**src/rtl/weight_buffer_feeder_if.sv**
```systemverilog
// Write-side valid/ready handshake carrying packed 32-bit weight words into the feeder.
interface weight_buffer_feeder_if;
    logic [31:0] wr_data;
    logic        wr_valid;
    logic        wr_ready;

    modport master (
        output wr_data,
        output wr_valid,
        input  wr_ready
    );

    modport slave (
        input  wr_data,
        input  wr_valid,
        output wr_ready
    );
endinterface

```
**src/rtl/weight_buffer_feeder.sv**
```systemverilog
// Buffers packed weight words and holds each on `buffer` for one unpacking group, tracking the
// unpacker's phase so slice_valid/slice_idx line up with the unpacked output.
module weight_buffer_feeder #(
    parameter int unsigned FifoDepth = 8,
    parameter int unsigned AddrW     = 3
) (
    input  logic                 clk_i,
    input  logic                 reset_i,
    input  logic [1:0]           input_bitwidth_i,
    weight_buffer_feeder_if.slave wr_if,
    output logic [31:0]          buffer_o,
    output logic                 buffer_valid_o,
    output logic                 slice_valid_o,
    output logic [1:0]           slice_idx_o,
    output logic [AddrW:0]       fifo_count_o
);

    localparam logic [AddrW:0] FullCount = (AddrW + 1)'(FifoDepth);

    logic [31:0]      mem_q [FifoDepth];
    logic [AddrW-1:0] wr_ptr_q, rd_ptr_q;
    logic [AddrW:0]   count_q, count_d;
    logic [1:0]       phase_q, phase_d;
    logic [31:0]      buffer_q;
    logic             buffer_valid_q;
    logic             slice_valid_q;
    logic [1:0]       slice_idx_q;

    logic group_end;
    logic dead_slot;
    logic push, pop;

    always_comb begin
        phase_d   = phase_q;
        group_end = 1'b1;
        case (input_bitwidth_i)
            2'b00: begin
                phase_d   = phase_q;
                group_end = 1'b1;
            end
            2'b01: begin
                phase_d   = (phase_q == 2'd0) ? 2'd1 : 2'd0;
                group_end = (phase_q != 2'd0);
            end
            default: begin
                phase_d   = phase_q + 2'd1;
                group_end = (phase_q == 2'd3);
            end
        endcase
    end

    // 4-bit mode entered at phase 2/3: the unpacker does not update, so the slot is never valid.
    assign dead_slot = (input_bitwidth_i == 2'b01) && phase_q[1];

    assign wr_if.wr_ready = (count_q < FullCount);
    assign push           = wr_if.wr_valid && wr_if.wr_ready;
    assign pop            = group_end && (count_q != '0);

    always_comb begin
        count_d = count_q;
        case ({push, pop})
            2'b10:   count_d = count_q + 1'b1;
            2'b01:   count_d = count_q - 1'b1;
            default: count_d = count_q;
        endcase
    end

    always_ff @(posedge clk_i) begin
        if (push && !reset_i) begin
            mem_q[wr_ptr_q] <= wr_if.wr_data;
        end
    end

    always_ff @(posedge clk_i) begin
        if (reset_i) begin
            wr_ptr_q       <= '0;
            rd_ptr_q       <= '0;
            count_q        <= '0;
            phase_q        <= 2'd0;
            buffer_q       <= '0;
            buffer_valid_q <= 1'b0;
            slice_valid_q  <= 1'b0;
            slice_idx_q    <= 2'd0;
        end else begin
            phase_q       <= phase_d;
            count_q       <= count_d;
            slice_valid_q <= buffer_valid_q && !dead_slot;
            slice_idx_q   <= (input_bitwidth_i == 2'b00) ? 2'd0 : phase_q;
            if (push) begin
                wr_ptr_q <= wr_ptr_q + 1'b1;
            end
            if (group_end) begin
                if (pop) begin
                    buffer_q       <= mem_q[rd_ptr_q];
                    buffer_valid_q <= 1'b1;
                    rd_ptr_q       <= rd_ptr_q + 1'b1;
                end else begin
                    buffer_valid_q <= 1'b0;
                end
            end
        end
    end

    assign buffer_o       = buffer_q;
    assign buffer_valid_o = buffer_valid_q;
    assign slice_valid_o  = slice_valid_q;
    assign slice_idx_o    = slice_idx_q;
    assign fifo_count_o   = count_q;

endmodule

```
**src/flat_wrapper.sv**
```systemverilog
// flat-port wrapper written by rule: the top's interface ports become plain ports
module weight_buffer_feeder_flat 
#(
    parameter int unsigned FifoDepth = 8,
    parameter int unsigned AddrW     = 3
)
  (clk_i, reset_i, input_bitwidth_i, buffer_o, buffer_valid_o, slice_valid_o, slice_idx_o, fifo_count_o, wr_if_wr_data, wr_if_wr_valid, wr_if_wr_ready);
  weight_buffer_feeder_if wr_if_i ();
  input  logic clk_i;
  input  logic reset_i;
  input  logic [1:0] input_bitwidth_i;
  output logic [31:0] buffer_o;
  output logic buffer_valid_o;
  output logic slice_valid_o;
  output logic [1:0] slice_idx_o;
  output logic [AddrW:0] fifo_count_o;
  input wire logic [$bits(wr_if_i.wr_data)-1:0] wr_if_wr_data;
  input wire logic [$bits(wr_if_i.wr_valid)-1:0] wr_if_wr_valid;
  output wire logic [$bits(wr_if_i.wr_ready)-1:0] wr_if_wr_ready;
  assign wr_if_i.wr_data = wr_if_wr_data;
  assign wr_if_i.wr_valid = wr_if_wr_valid;
  assign wr_if_wr_ready = wr_if_i.wr_ready;
  weight_buffer_feeder #(.FifoDepth(FifoDepth), .AddrW(AddrW)) u_core (.clk_i(clk_i), .reset_i(reset_i), .input_bitwidth_i(input_bitwidth_i), .wr_if(wr_if_i), .buffer_o(buffer_o), .buffer_valid_o(buffer_valid_o), .slice_valid_o(slice_valid_o), .slice_idx_o(slice_idx_o), .fifo_count_o(fifo_count_o));
endmodule
```
**config.mk**
```make
export PLATFORM = sky130hd
export DESIGN_NAME = weight_buffer_feeder_flat
export DESIGN_NICKNAME = d
export VERILOG_FILES = /design/src/rtl/weight_buffer_feeder_if.sv /design/src/rtl/weight_buffer_feeder.sv /design/src/flat_wrapper.sv
export SDC_FILE = /design/constraint.sdc
export NUM_CORES = 1
export LEC_CHECK = 0
export ABC_CLOCK_PERIOD_IN_PS = 17140
export CAP_MARGIN = 20
export CORE_ASPECT_RATIO = 1.4
export CORE_MARGIN = 5
export CORE_UTILIZATION = 60
export CTS_CLUSTER_SIZE = 10
export DETAILED_ROUTE_END_ITERATION = 6
export GPL_TIMING_DRIVEN = 0
export PLACE_DENSITY = 0.81
export SLEW_MARGIN = 20
export SYNTH_ARGS = -nofsm -noshare
export SYNTH_HDL_FRONTEND = slang
export SYNTH_SLANG_ARGS = --single-unit
export TNS_END_PERCENT = 10
```
**constraint.sdc**
```tcl
create_clock -name clk_i -period 17.14 [get_ports clk_i]
set_clock_uncertainty 0.2 [all_clocks]
set_input_delay 4.285 -clock clk_i [delete_from_list [all_inputs] [get_ports clk_i]]
set_output_delay 4.285 -clock clk_i [all_outputs]
set_load 0.02 [all_outputs]
```
==> run summary <==
I/O Buffers: 76
Critical Path RT: 17370 ps
Syn Std Cell Area: 11600 um^2
Crit path max fanout: 11
Worst path cell trace: clkdlybuf4s50_1 > nand2_1 > o211a_1 > buf_6 > buf_6 > ha_1 > xor2_1 > ha_1 > a21oi_1 > xor2_1 > or3_1 > a21oi_1
Seq cells post-synth: 304
Core Util, Final: 74.0%
Initial antenna violation count: 0
Post-cts repair resize count: 0
Maximum number of pins on one net before global-route repair: 18
FMAX: 150 MHz
Clock-pin slew on the worst setup and hold paths: 60 ps
YS warnings: 0
Crit Path Class: input port to flop
Post-route ant nets: 0
Unrepaired setup endpoints after global routing: no
CORE AREA: 19100 um^2
Area grow syn2layout: 21.6%
Avg Inst Size Synth: 20.2 um^2
Hold_buf cts: 0
Hold Crit Class: flop to flop
Post-Synthesis Cells: 576
Final Wtd Congestion: 0.713
Setup_tns: 0 ps
Reg area: 8650 um^2
MaxCap Viol Count: 0
Post-synthesis sequential area ratio: 74.3%
Setup crit start kind: input port
Netlist cell types: 35
Latest clock arrival within the worst-skew pair: 510 ps
CTS buffer count: 36
Worst Setup End Kind: flop
Die area: 22300 um^2
Clock Root Buffer: clkbuf_16
Width of the die: 128 um
Post-DR vias/cell: 6.08
Vias in the first global route: 6644
First-pass GRT wire length: 38.7 mm
Slowest Stage Delay on Critical Path: 560 ps
Detailed placement HPWL: 16.3 mm
Share of layout cells above drive strength 1: 27.5%
Crit share post-route: 38.9%
Highest-delay cell along the critical path: clkdlybuf4s50_1
VDD IR-drop max: 0.0995 mV
Setup WS post-layout: 10470 ps
I/O pin count: 78
Mapped Nets: 620
Multi-input logic area: 2820 um^2
Initial detailed-routing violation count: 657
Pre-CTS setup slack: 9990 ps
Htree depth: 2
GRT Overall Usage: 23.2%
Least-Margin Pin Slew: 1000 ps
Layout Nets: 773
Routed len/inst: 25.1 um
Clock tree buffer depth: 3
Antenna diodes: 0
Clock Sinks: 304
Final Hold Viols: 0
Final WL: 25.3 mm
Slew Viols, Final: 0
DRT Pass-1 Iters: 5
DRC violations left: 0
PD cells: 148 nW/um^2
Leakage power: 4.57 nW
Worst EP arrival: 6900 ps
Outcome: finished, final reports clean
Placement row count: 60
Relative slew slack: 33.2%
TritonCTS clock tree: built
Final Setup Violations: 0
Grt ovf: 0
Starting Density: 60.8%
Die height: 175 um
Routed via count: 6113
Post-CTS setup buffers: 0
Min Tclk post-route: 6670 ps
Fill cell count: 1068
==> worst paths after layout <==
kind	startpoint	end	slack, ps	cells past startpoint
hold reg to reg	u_core.buffer_valid_o	u_core.slice_valid_o	270	2
setup / recovery	input_bitwidth_i[0]	u_core.fifo_count_o[2]	10470	12
hold / removal	u_core.buffer_valid_o	u_core.slice_valid_o	270	2
setup reg to reg	u_core.fifo_count_o[0]	u_core.fifo_count_o[2]	14090	11
==> routing by layer <==
metal,global-route usage (%),wire length [um]
met3,3.12,1420
met2,42.2,14100
met4,8.05,682
met1,28.3,9070
met5,0,0
==> critical path: cells and delay by family <==
family,cells,cell delay (ps)
buffers and inverters,3,890
AOI/OAI and AO/OA,3,550
adders and majority gates,2,460
and+or+nand+nor,2,420
xor gates and xnor gates,2,280
==> state kept, by name, summed over array words and instances (netlist names) <==
signal and flops:
u_core.buffer_valid_o 1, u_core.slice_valid_o 1, u_core.slice_idx_o 2, u_core.phase_q 2, u_core.wr_ptr_q 3, u_core.mem_q 256, u_core.rd_ptr_q 3, u_core.fifo_count_o 4
u_core.buffer_o 32
==> power breakdown <==
| part | internal (mW) | total [mW] | switching, mW |
|---|---|---|---|
| registers | 0.856 | 0.889 | 0.0323 |
| logic | 0.248 | 0.522 | 0.274 |
| clock network | 0.414 | 0.690 | 0.276 |
==> kinds of logic (layout without fill, tap and decap cells) <==
| logic type | Yosys count | in the layout | share of synthesized area, % |
|---|---|---|---|
| AOI/OAI and AO/OA | 48 | 48 | 4.35 |
| xor gates and xnor gates | 6 | 6 | 0.451 |
| adders and majority gates | 7 | 7 | 0.752 |
| buffers and inverters | 40 | 221 | 1.99 |
| DFF | 304 | 304 | 74.3 |
| muxes | 100 | 100 | 15.5 |
| and+or+nand+nor | 71 | 71 | 2.72 |
==> synth_stat cells <==
| master | instances | area share, % |
|---|---|---|
| nor4b_1 | 2 | 0.15 |
| or3_1 | 1 | 0.054 |
| xnor2_1 | 2 | 0.15 |
| a311oi_1 | 2 | 0.15 |
| nor3_1 | 4 | 0.17 |
| a21oi_1 | 5 | 0.21 |
| buf_6 | 6 | 0.58 |
| dfxtp_1 | 48 | 8.3 |
| mux2i_1 | 35 | 3.0 |
| buf_2 | 11 | 0.47 |
| nor2b_1 | 1 | 0.054 |
| nor2_1 | 48 | 1.5 |
| a21o_1 | 1 | 0.064 |
| a211oi_2 | 32 | 3.4 |
| o21ai_0 | 3 | 0.13 |
| ha_1 | 7 | 0.75 |
| a21oi_2 | 1 | 0.075 |
| o21bai_1 | 1 | 0.064 |
| inv_1 | 6 | 0.19 |
| mux4_2 | 64 | 12 |
| clkbuf_1 | 10 | 0.32 |
| nand3b_1 | 2 | 0.13 |
| nand2_1 | 4 | 0.13 |
| edfxtp_1 | 256 | 66 |
| buf_1 | 1 | 0.032 |
| nand3_1 | 1 | 0.043 |
| or4_1 | 1 | 0.064 |
| a31oi_1 | 1 | 0.054 |
| nor4_1 | 2 | 0.11 |
| mux2_2 | 1 | 0.097 |
| a31o_1 | 1 | 0.075 |
| buf_4 | 6 | 0.39 |
| xor2_1 | 4 | 0.30 |
| nand2b_1 | 5 | 0.27 |
| o211a_1 | 1 | 0.086 |
==> cells in the final DEF (no fill, tap or decap), types with 6 or more instances in the layout <==
master and n:
edfxtp_1 256, clkdlybuf4s50_1 76, mux4_2 64, dfxtp_1 48, nor2_1 46, clkbuf_16 38, clkbuf_1 36, mux2i_1 35
a211oi_2 32, buf_2 28, buf_4 21, buf_6 10, ha_1 7, inv_1 6
==> through the flow <==
step	std cells	cell area, um^2	power, mW	hold slack (ps)
CTS	1005	14200	2.12	267
finish	1005	14200	2.10	270
global route	1005	14200	2.19	307
global placement	900	12700	1.40	245
detailed placement	939	13100	1.42	261
floorplan	576	11600	1.25	248
==> final cells by class <==
cell class                      instances  area share [%]
Tap cell                              248            2.19
Timing Repair Buffer                  115            7.67
Clock buffer                           64            7.40
Clock inverter                          2           0.177
Inverter                                6           0.159
Buffer                                 34            1.48
Sequential cell                       304            61.0
Multi-Input combinational cell        232            19.9
Power figures use the tool's default switching activity.
